===== config.mk =====
export PLATFORM = sky130hd
export DESIGN_NAME = avg_tx_flat
export DESIGN_NICKNAME = d
export VERILOG_FILES = /design/src/rtl/avg_tx_if.sv /design/src/rtl/avg_tx.sv /design/src/flat_wrapper.sv
export SDC_FILE = /design/constraint.sdc
export NUM_CORES = 1
export LEC_CHECK = 0
export CORE_MARGIN = 4
export CORE_UTILIZATION = 54
export CTS_CLUSTER_DIAMETER = 30
export DETAILED_ROUTE_END_ITERATION = 7
export GPL_TIMING_DRIVEN = 0
export PLACE_DENSITY = 0.75
export SLEW_MARGIN = 20
export SYNTH_ARGS = -nofsm -noshare
export SYNTH_HDL_FRONTEND = slang
export SYNTH_SLANG_ARGS = --single-unit

===== constraint.sdc =====
create_clock -name clk -period 3 [get_ports clk]
set_input_delay 0.3 -clock clk [delete_from_list [all_inputs] [get_ports clk]]
set_output_delay 0.3 -clock clk [all_outputs]
set_load 0.01 [all_outputs]

===== src/rtl/avg_tx_if.sv =====
// avg_tx_if: groups the filter-side capture inputs, the serial link and the
// status outputs of avg_tx into one bundle.
//   ready, din   : filter result valid / 16-bit filter result
//   tx_rdy       : receiver accepts a new frame
//   sdo, sframe  : serial data (MSB first) and frame strobe
//   overflow     : sticky capture-dropped flag
//   fifo_cnt     : words currently buffered (0..DEPTH)
// master = the side that feeds the block; slave = avg_tx itself.
interface avg_tx_if #(
    parameter int unsigned DEPTH = 8
);
    logic                     ready;
    logic [15:0]              din;
    logic                     tx_rdy;
    logic                     sdo;
    logic                     sframe;
    logic                     overflow;
    logic [$clog2(DEPTH):0]   fifo_cnt;

    modport master (
        output ready, din, tx_rdy,
        input  sdo, sframe, overflow, fifo_cnt
    );

    modport slave (
        input  ready, din, tx_rdy,
        output sdo, sframe, overflow, fifo_cnt
    );
endinterface


===== src/rtl/avg_tx.sv =====
// avg_tx: decimates the averaging filter's result stream, buffers selected
// words in a small circular FIFO and shifts each one out MSB-first as a
// 16-bit framed serial word.
//   clk    : single clock, rising edge
//   reset  : synchronous, active-high
//   bus    : avg_tx_if.slave (ready/din in, tx_rdy in, sdo/sframe out,
//            overflow/fifo_cnt status out)
// Parameters: DECIM (1..255) capture period, DEPTH (power of two, 2..16).
module avg_tx #(
    parameter int unsigned DECIM = 24,
    parameter int unsigned DEPTH = 8
) (
    input  logic     clk,
    input  logic     reset,
    avg_tx_if.slave  bus
);
    localparam int unsigned AW = $clog2(DEPTH);
    localparam int unsigned CW = AW + 1;

    typedef enum logic [0:0] {StIdle, StShift} state_e;

    state_e          state_q, state_d;
    logic [7:0]      dcnt_q, dcnt_d;
    logic [AW-1:0]   wr_ptr_q, wr_ptr_d;
    logic [AW-1:0]   rd_ptr_q, rd_ptr_d;
    logic [CW-1:0]   cnt_q, cnt_d;
    logic            ovf_q, ovf_d;
    logic [15:0]     shreg_q, shreg_d;
    logic [3:0]      bcnt_q, bcnt_d;
    logic            sdo_q, sdo_d;
    logic            sframe_q, sframe_d;
    logic [15:0]     mem_q [DEPTH];

    logic            push_req;
    logic            push;
    logic            pop;
    logic            full;
    logic [15:0]     head;

    assign head     = mem_q[rd_ptr_q];
    assign full     = (cnt_q == CW'(DEPTH));
    assign push_req = bus.ready && (dcnt_q == 8'd0);
    assign pop      = (state_q == StIdle) && (cnt_q != '0) && bus.tx_rdy;
    // A pop frees the slot in the same edge, so a full FIFO still accepts.
    assign push     = push_req && (!full || pop);

    // Capture counter: held at 0 while the filter output is not valid.
    always_comb begin
        dcnt_d = 8'd0;
        if (bus.ready) begin
            dcnt_d = (dcnt_q == 8'(DECIM - 1)) ? 8'd0 : dcnt_q + 8'd1;
        end
    end

    always_comb begin
        wr_ptr_d = wr_ptr_q;
        rd_ptr_d = rd_ptr_q;
        cnt_d    = cnt_q;
        ovf_d    = ovf_q | (push_req && full && !pop);
        if (push) wr_ptr_d = wr_ptr_q + AW'(1);
        if (pop)  rd_ptr_d = rd_ptr_q + AW'(1);
        unique case ({push, pop})
            2'b10:   cnt_d = cnt_q + CW'(1);
            2'b01:   cnt_d = cnt_q - CW'(1);
            default: cnt_d = cnt_q;
        endcase
    end

    // TX FSM; sdo/sframe are computed one cycle ahead and registered.
    always_comb begin
        state_d  = state_q;
        shreg_d  = shreg_q;
        bcnt_d   = bcnt_q;
        sdo_d    = 1'b0;
        sframe_d = 1'b0;
        unique case (state_q)
            StIdle: begin
                if (pop) begin
                    shreg_d  = head;
                    bcnt_d   = 4'd15;
                    sdo_d    = head[15];
                    sframe_d = 1'b1;
                    state_d  = StShift;
                end
            end
            StShift: begin
                if (bcnt_q == 4'd0) begin
                    state_d = StIdle;
                end else begin
                    shreg_d  = {shreg_q[14:0], 1'b0};
                    bcnt_d   = bcnt_q - 4'd1;
                    sdo_d    = shreg_q[14];
                    sframe_d = 1'b1;
                end
            end
            default: state_d = StIdle;
        endcase
    end

    always_ff @(posedge clk) begin
        if (reset) begin
            state_q  <= StIdle;
            dcnt_q   <= 8'd0;
            wr_ptr_q <= '0;
            rd_ptr_q <= '0;
            cnt_q    <= '0;
            ovf_q    <= 1'b0;
            shreg_q  <= 16'd0;
            bcnt_q   <= 4'd0;
            sdo_q    <= 1'b0;
            sframe_q <= 1'b0;
        end else begin
            state_q  <= state_d;
            dcnt_q   <= dcnt_d;
            wr_ptr_q <= wr_ptr_d;
            rd_ptr_q <= rd_ptr_d;
            cnt_q    <= cnt_d;
            ovf_q    <= ovf_d;
            shreg_q  <= shreg_d;
            bcnt_q   <= bcnt_d;
            sdo_q    <= sdo_d;
            sframe_q <= sframe_d;
        end
    end

    // Storage needs no reset: pointers and count define what is valid.
    always_ff @(posedge clk) begin
        if (push) mem_q[wr_ptr_q] <= bus.din;
    end

    assign bus.sdo      = sdo_q;
    assign bus.sframe   = sframe_q;
    assign bus.overflow = ovf_q;
    assign bus.fifo_cnt = cnt_q;
endmodule

===== src/flat_wrapper.sv =====
// flat-port wrapper written by rule: the top's interface ports become plain ports
module avg_tx_flat 
#(
    parameter int unsigned DECIM = 24,
    parameter int unsigned DEPTH = 8
)
  (clk, reset, bus_ready, bus_din, bus_tx_rdy, bus_sdo, bus_sframe, bus_overflow, bus_fifo_cnt);
  avg_tx_if #(.DEPTH(DEPTH)) bus_i ();
  input  logic clk;
  input  logic reset;
  input wire logic [$bits(bus_i.ready)-1:0] bus_ready;
  input wire logic [$bits(bus_i.din)-1:0] bus_din;
  input wire logic [$bits(bus_i.tx_rdy)-1:0] bus_tx_rdy;
  output wire logic [$bits(bus_i.sdo)-1:0] bus_sdo;
  output wire logic [$bits(bus_i.sframe)-1:0] bus_sframe;
  output wire logic [$bits(bus_i.overflow)-1:0] bus_overflow;
  output wire logic [$bits(bus_i.fifo_cnt)-1:0] bus_fifo_cnt;
  assign bus_i.ready = bus_ready;
  assign bus_i.din = bus_din;
  assign bus_i.tx_rdy = bus_tx_rdy;
  assign bus_sdo = bus_i.sdo;
  assign bus_sframe = bus_i.sframe;
  assign bus_overflow = bus_i.overflow;
  assign bus_fifo_cnt = bus_i.fifo_cnt;
  avg_tx #(.DECIM(DECIM), .DEPTH(DEPTH)) u_core (.clk(clk), .reset(reset), .bus(bus_i));
endmodule

# Word-level counts from Yosys, hierarchy flattened
# Memories as Yosys holds them, arrays and structs flattened. A register that Yosys moved wholly into a read port is not among the register bits.
# Cells that the tools add are included.
# totals
latchBits	0
reg_bits	40
rom_bits	0
mem_bits_rw	128
in_bits	20
wordCells	57
memories	1
out_inout_bits	7
# classes
mul	0
n_reduce_logical	15
mux	17
n_eq_ne	6
shift	0
magnitude_cmp	0
add_sub_neg	6
div_mod_pow	0
n_bitwise	3
# mem_list
name	depth	width	rd	rd_ports_with_merged_regs	write_ports	line	text
u_core.mem_q	8	16	1	1	1	avg_tx.sv:32	logic [15:0] mem_q [DEPTH];
# ops
op	count
15-bit two-way mux	2
15-bit case mux with 2 select lines	1
4-bit case mux with 2 select lines	2
8-bit by 1-bit adder with 8-bit output, second input constant	1
8-bit by 5-bit equality test with 1-bit output, second input constant	1
8-bit zero test	1
4-bit two-way mux	2
4-bit by 1-bit subtractor with 4-bit output, second input constant	2
3-bit by 1-bit adder with 3-bit output, second input constant	2
1-bit logical AND	6
1-bit two-way mux	6
3-bit two-way mux	2
4-bit by 1-bit adder with 4-bit output, second input constant	1
4-bit equality test, second input constant	1
4-bit zero test	1
1-bit case mux with 2 select lines	2
4-bit nonzero test	1
3-bit OR reduction	1
2-bit by 1-bit equality test with 1-bit output, second input constant	1
2-bit equality test, second input constant	1
1-bit zero test	2
2-bit by 1-bit != test with 1-bit output, second input constant	1
2-bit != test, second input constant	1
1-bit NOT	2
4 further kinds	4

# Depth between registers and ports, before layout
# Gate-level depths: netlist (run 1).
# depth
word_depth	7
depth_mapped	10
ltp_nobuf	10

# Worst setup path after synthesis (run 1)
# OpenSTA, ideal clock, no wires.
# synth_timing
path_type	flip-flop to flip-flop
start	register u_core.dcnt_q[3]
end	memory u_core.mem_q[0][0] (enable)
path_stages_with_launch	5
path_slack_ns	-0.072
arrival_time_ns	2.641
synth_period_minus_slack_ns	3.072
n_path_buf	0
setup_time_ns	0.430
required_ns	2.570
cell_sequence	dfxtp_1 > nor4_4 > and4_4 > nand2_1 > nor4_1
# synth_via
elab_chain_len	5
# synth_lines
item	line	text
from (decl)	avg_tx.sv:23	logic [7:0] dcnt_q, dcnt_d;
from (signal assigned)	avg_tx.sv:114	dcnt_q <= dcnt_d;
8-bit zero test	avg_tx.sv:42	assign push_req = bus.ready && (dcnt_q == 8'd0);
1-bit logical AND	avg_tx.sv:42	
1-bit logical AND	avg_tx.sv:45	assign push = push_req && (!full || pop);
1-bit two-way mux	avg_tx.sv:128	if (push) mem_q[wr_ptr_q] <= bus.din;
1-bit two-way mux (not written as such)	avg_tx.sv:128	
to (decl)	avg_tx.sv:32	
# Every way passes these cells.

# Final worst setup path (run 1)
# layout_timing
start	register u_core.state_q
end	register u_core.cnt_q[3], in the netlist u_core.bus.fifo_cnt[3]
# layout_via
elab_chain_len	7
word_cells_on_any_way	9
classes_between	eq/ne (2); mux (1); bitwise (1); reduce/logical (5)
# layout_lines
item	line	text
from (decl)	avg_tx.sv:22	state_e state_q, state_d;
from (signal assigned)	avg_tx.sv:102	state_q <= StIdle;
from (signal assigned)	avg_tx.sv:113	state_q <= state_d;
1-bit NOT (*)	avg_tx.sv:43	assign pop = (state_q == StIdle) && (cnt_q != '0) && bus.tx_rdy;
1-bit logical AND (*) (2 in a row)	avg_tx.sv:43	
1-bit logical OR	avg_tx.sv:45	
1-bit logical AND	avg_tx.sv:45	
2-bit by 1-bit equality test with 1-bit output or 2-bit equality test (tied branches)	avg_tx.sv:62	unique case ({push, pop})
4-bit case mux with 2 select lines or 2-bit nonzero test (tied branches)	-	
to (signal assigned)	avg_tx.sv:117	cnt_q <= cnt_d;
to (decl)	avg_tx.sv:26	logic [CW-1:0] cnt_q, cnt_d;
# Mark *: on every way between the ends. The rest lies on a longest branch, timed or not.
# A chain may end at the register's enable or synchronous reset.

==> results of run 1 <==
==> critical path, stage by stage, from the launching register on <==
cell and delay, ns:
dfxtp_1 0.39, nand2b_4 0.19, nor2_2 0.35, nand2_2 0.21
inv_1 0.13, ha_1 0.23, a21o_1 0.17, a21oi_1 0.14
mux2_2 0.36, mux2_4 0.29
==> worst paths after layout <==
check | startpoint | end | slack [ns] | cells after the start
worst max register to register | u_core.state_q$_SDFF_PP0_ | u_core.bus.fifo_cnt[3]$_SDFFE_PP0P_ | 0.42 | 9
worst max-delay path | u_core.state_q$_SDFF_PP0_ | u_core.bus.fifo_cnt[3]$_SDFFE_PP0P_ | 0.42 | 9
worst min-delay path | reset | u_core.bus.sdo$_SDFF_PP0_ | 0.32 | 2
worst min register to register | u_core.shreg_q[3]$_SDFFE_PP0P_ | u_core.shreg_q[3]$_SDFFE_PP0P_ | 0.46 | 2
==> layer usage <==
layer  vias up  track usage, %  routed length, um  share of wire [%]
met5         -               0                  0                  0
met3        10            5.03                719                5.7
met4         0            6.23                171                1.4
li1       1680               -                  -                  -
met1      1826            26.0               5360                 42
met2       109            30.8               6380                 51
==> flip-flops by register name (all words and copies together), names as in the netlist, named ones only <==
register	cells
u_core.bus.overflow	1
u_core.dcnt_q	8
u_core.shreg_q	15
u_core.state_q	1
u_core.bcnt_q	4
u_core.mem_q	128
u_core.rd_ptr_q	3
u_core.wr_ptr_q	3
u_core.bus.fifo_cnt	4
u_core.bus.sdo	1
==> cells in the final DEF, fill, tap and decap left out, types with 2 or more instances in the layout <==
cell	count
a211oi_1	3
a21o_1	2
a21oi_1	20
a311oi_1	3
and2_1	2
and3_1	11
buf_1	2
buf_2	7
buf_4	9
buf_6	3
buf_8	2
bufinv_16	4
clkbuf_1	11
clkbuf_16	17
clkdlybuf4s50_1	25
clkinv_1	2
clkinv_4	2
dfxtp_1	43
edfxtp_1	128
ha_1	7
inv_1	11
mux2i_1	17
mux4_2	32
nand2_1	13
nand2b_1	4
nand3_1	6
nand4_1	4
nor2_1	23
nor2_2	4
nor3_2	4
nor4_4	2
o211ai_1	3
o22ai_1	12
xnor2_1	3
xor2_1	9
==> power groups by stage <==
stage               Combinational [mW]  Clock (mW)  Sequential [mW]
global placement                  1.24           0             2.94
global route                      1.45        2.34             2.93
detailed placement                1.30           0             2.95
floorplan                        0.904           0             2.93
finish                            1.30        2.20             2.90
CTS                               1.31        2.22             2.90
==> cells by family after synthesis <==
group                      synth area share [%]
AOI/OAI and AO/OA                          4.29
xor gates and xnor gates                   1.57
adders and majority gates                  1.60
buffers and inverters                      1.81
DFF                                        70.1
muxes                                      13.7
and+or+nand+nor                            6.94
==> cell type report <==
class,instances,area [sq um]
multi-input combinational,201,1930
timing repair buffer,37,367
clock inverter,8,145
inverter,11,41.3
sequential,171,4700
clock buffer,22,444
tap,168,210
fill,858,4190
buffer,17,80.1
==> stage by stage <==
stage | setup TNS, ns | setup WS [ns] | area, sq um | hold WS, ns
after floorplan | 0 | 0.326 | 6720 | 0.399
after CTS | 0 | 0.405 | 7920 | 0.297
after global placement | -58.49 | -0.871 | 7180 | 0.446
final | 0 | 0.418 | 7920 | 0.320
after detailed placement | 0 | 0.0877 | 7330 | 0.463
after global routing | 0 | 0.178 | 7920 | 0.356
==> impl_metrics.yaml, run 1 <==
run_status:
  outcome: "finished, final reports clean"
run:
  max_cap_violations: 0
clocking:
  cts_buffers: 17
  path_clk_slew_ns: 0.06
  htree_levels: 4
  worstSkewPairLatency_ns: 0.42
  root_buffer: "clkbuf_16"
  cts_sinks: 171
  clk_path_buf_depth: 2
  postCtsSetupBuffers: 0
  hold_buffers: 0
  cts_tree: "built"
  cts_resized: 0
timing:
  report.final.hold_viol_count: 0
  rsz0062_at_grt: "false"
  fmax_mhz: 387
  worst_pin_slew_ns: 0.727
  slew_headroom_pct: 51.5
  clock_skew_ns: 0.0139
  drv_slew: 0
  fin_crit_sh_pct: 86.1
  post-route-min-period_ns: 2.58
  setup_viol: 0
synthesis:
  synth-edff-count: 128
  synthArstFlopShare_pct: 0
  synth_top_area_share_pct: 57.3
  synthTopCellsByArea: "edfxtp_1 57%, dfxtp_1 13%, mux4_2 11%"
  yosysTopAreaCell: "edfxtp_1"
  synth_cells: 400
  synth_common_cells: "128 x edfxtp_1, 43 x dfxtp_1, 32 x mux4_2, 26 x nor2_1, 20 x a21oi_1"
  syn_nets: 428
  synth.most_common_cell: "edfxtp_1"
  yosys_register_bits: 171
  synth.cell_area_sq_um: 6710
  yosysSeqAreaShare_pct: 70.1
  avgSynthCellArea_sq_um: 16.8
  dominantRegCellSynth: "edfxtp_1"
  ys_types: 45
  ys.warnings.count: 0
placement:
  hpwlAfterDp_um: 8590
  placed_cells: 605
  place_congestion: 0.776
  port_buffers: 25
power_and_ir_drop:
  clockPowerShare_pct: 34.3
  power.switching_mw: 1.67
  powerDensity_nw_per_um2: 808
  switching_share_pct: 26.0
  p_leak_nw: 2.63
  total_power_mw: 6.40
  intPower_mw: 4.73
  sequentialPowerShare_pct: 45.4
  irDropWorstVdd_v: 0.000427
  pwr-share-comb_pct: 20.3
critical_path:
  cp_max_fo: 9
  critPathRequiredTime_ns: 3.32
  arrival_ns: 2.90
  worst_setup_path_start_kind: "flop"
  end_kind: "flop"
  path_class: "reg -> reg"
grt:
  antenna_found_initial: 0
  grt_pass1_wl_um: 20300
  grt_usage_pct: 19.2
  grt_overflow: 0
  grt_pass1_vias: 3704
  grt_max_degree: 17
die:
  num_rows: 40
  die_width_um: 119
  dieArea_sq_um: 14300
  ios: 27
  initial_core_util_pct: 55.4
  coreArea_sq_um: 12100
  die_y_um: 119
cells_and_area:
  nNetsFinal: 484
  diodes: 0
  final-instance-count-excl-fill: 635
  area_delta_synth_final_pct: 18.0
  utilization_pct: 65.4
  drive_gt1_share_pct: 20.3
routing:
  drt-wirelength-per-cell_um: 19.9
  drt-initial-drc-count: 271
  vias: 3625
  routed_wl_um: 12600
  drtAntennaViolNets: 0
  firstDrtPassIters: 4
  viasPerCell: 5.71
  drcViolationCount: 0
hold_path:
  worstHoldPathType: "in -> reg"
Power figures use the tool's default switching activity.
==> run 2: changes to the inputs <==
--- a/config.mk
+++ b/config.mk
@@ -5,7 +5,7 @@
 export SDC_FILE = /design/constraint.sdc
 export NUM_CORES = 1
 export LEC_CHECK = 0
-export CORE_MARGIN = 4
+export CORE_MARGIN = 2
 export CORE_UTILIZATION = 54
 export CTS_CLUSTER_DIAMETER = 30
 export DETAILED_ROUTE_END_ITERATION = 7
==> impl_metrics.yaml, run 2 (synthesis results as in run 1) <==
run_status:
  outcome: "finished, final reports clean"
placement:
  place_area_sq_um: 7340
  hpwlAfterDp_um: 8640
  port_buffers: 25
  place_congestion: 0.778
power_and_ir_drop:
  total_power_mw: 6.44
  irDropWorstVdd_v: 0.000445
  p_leak_nw: 2.62
  powerDensity_nw_per_um2: 810
cells_and_area:
  drive_gt1_share_pct: 21.1
  mostFrequentLayoutCells: "128 x edfxtp_1, 43 x dfxtp_1, 32 x mux4_2, 25 x clkdlybuf4s50_1, 23 x nor2_1"
  largest_reg_flops: 128
  diodes: 0
  final_common_cell: "edfxtp_1"
  top_register: "u_core.mem_q"
  nNetsFinal: 484
  area_delta_synth_final_pct: 18.4
  reg.largest.list: "u_core.mem_q (128), u_core.shreg_q (15), u_core.dcnt_q (8)"
  design_area_sq_um: 7950
timing:
  fin_crit_sh_pct: 87.8
  worst_pin_slew_ns: 0.615
  report.final.hold_viol_count: 0
  setup_viol: 0
  post-route-min-period_ns: 2.63
  slew_headroom_pct: 58.9
  fmax_mhz: 380
  rsz0062_at_grt: "false"
  drv_slew: 0
  clock_skew_ns: 0.00897
grt:
  grt_max_degree: 17
  antenna_found_initial: 0
  grt_pass1_vias: 3752
  grt_usage_pct: 21.0
  grt_pass1_wl_um: 20100
  grt_overflow: 0
critical_path:
  cp_max_fo: 9
  arrival_ns: 2.95
  critPathRequiredTime_ns: 3.31
  path_buf_inv: 1
  crit_family: "simple AND/OR/NAND/NOR gates"
  crit_chain: "nor4_2 > nor2_2 > nand2_2 > inv_1 > ha_1 > a21o_1 > a21oi_1 > mux2_2 > mux2_4"
  end_kind: "flop"
  worst_setup_path_start_kind: "flop"
  cp_slowest_cell: "nor4_2"
  slowest_delay_ns: 0.42
  path_class: "reg -> reg"
routing:
  drt-initial-drc-count: 383
  viasPerCell: 5.76
  vias: 3670
  drtAntennaViolNets: 0
  drcViolationCount: 0
  firstDrtPassIters: 5
  drt-wirelength-per-cell_um: 19.9
  routed_wl_um: 12700
clocking:
  cts_tree: "built"
  root_buffer: "clkbuf_16"
  htree_levels: 4
  postCtsSetupBuffers: 0
  hold_buffers: 0
  cts_sinks: 171
  worstSkewPairLatency_ns: 0.42
  cts_buffers: 17
  path_clk_slew_ns: 0.06
  clk_path_buf_depth: 2
  cts_resized: 0
die:
  die_y_um: 115
  initial_core_util_pct: 55.6
  coreArea_sq_um: 12100
  num_rows: 40
  die_width_um: 115
  dieArea_sq_um: 13300
  ios: 27
hold_path:
  worstHoldPathType: "in -> reg"
run:
  max_cap_violations: 0
-- run 2: path summary, 6_finish.rpt --
kind,from,to,slack (ns),cells after the start
setup / recovery,u_core.bus.fifo_cnt[0]$_SDFFE_PP0P_,u_core.bus.fifo_cnt[3]$_SDFFE_PP0P_,0.37,9
hold / removal,reset,u_core.bus.sdo$_SDFF_PP0_,0.31,2
setup reg to reg,u_core.bus.fifo_cnt[0]$_SDFFE_PP0P_,u_core.bus.fifo_cnt[3]$_SDFFE_PP0P_,0.37,9
hold reg to reg,u_core.shreg_q[6]$_SDFFE_PP0P_,u_core.shreg_q[6]$_SDFFE_PP0P_,0.46,2
-- run 2: cell type report --
type	instances	area [sq um]
clock inverters	12	173
inverters	11	41.3
flip-flops and latches	171	4700
well taps	168	210
clock buffers	20	437
multi-input cells	201	1930
plain buffers	17	80.1
fillers	821	4120
repair buffers	37	374
-- run 2: routing by layer --
metal	global-route usage [%]	share of wire (%)
met1	27.8	43
met2	34.1	51
met3	4.76	5.1
met4	8.43	0.85
met5	0	0
-- run 2: stage by stage --
step                      worst slack, ns  setup TNS (ns)  utilization [%]  hold slack, ns  std cells
after floorplan                     0.326               0                -           0.399        400
after global placement             -0.872          -59.13             59.5           0.445        593
after detailed placement           0.0336               0             60.8           0.451        605
after CTS                           0.352               0             65.9           0.296        637
after global routing                0.214               0             65.9           0.371        637
final                               0.365               0             65.9           0.314        637
-- run 2: power by group --
group          switching [mW]  total [mW]  internal [mW]
logic                   0.702        1.29          0.591
registers               0.140        2.90           2.76
clock network           0.859        2.24           1.39
total                    1.70        6.44           4.74
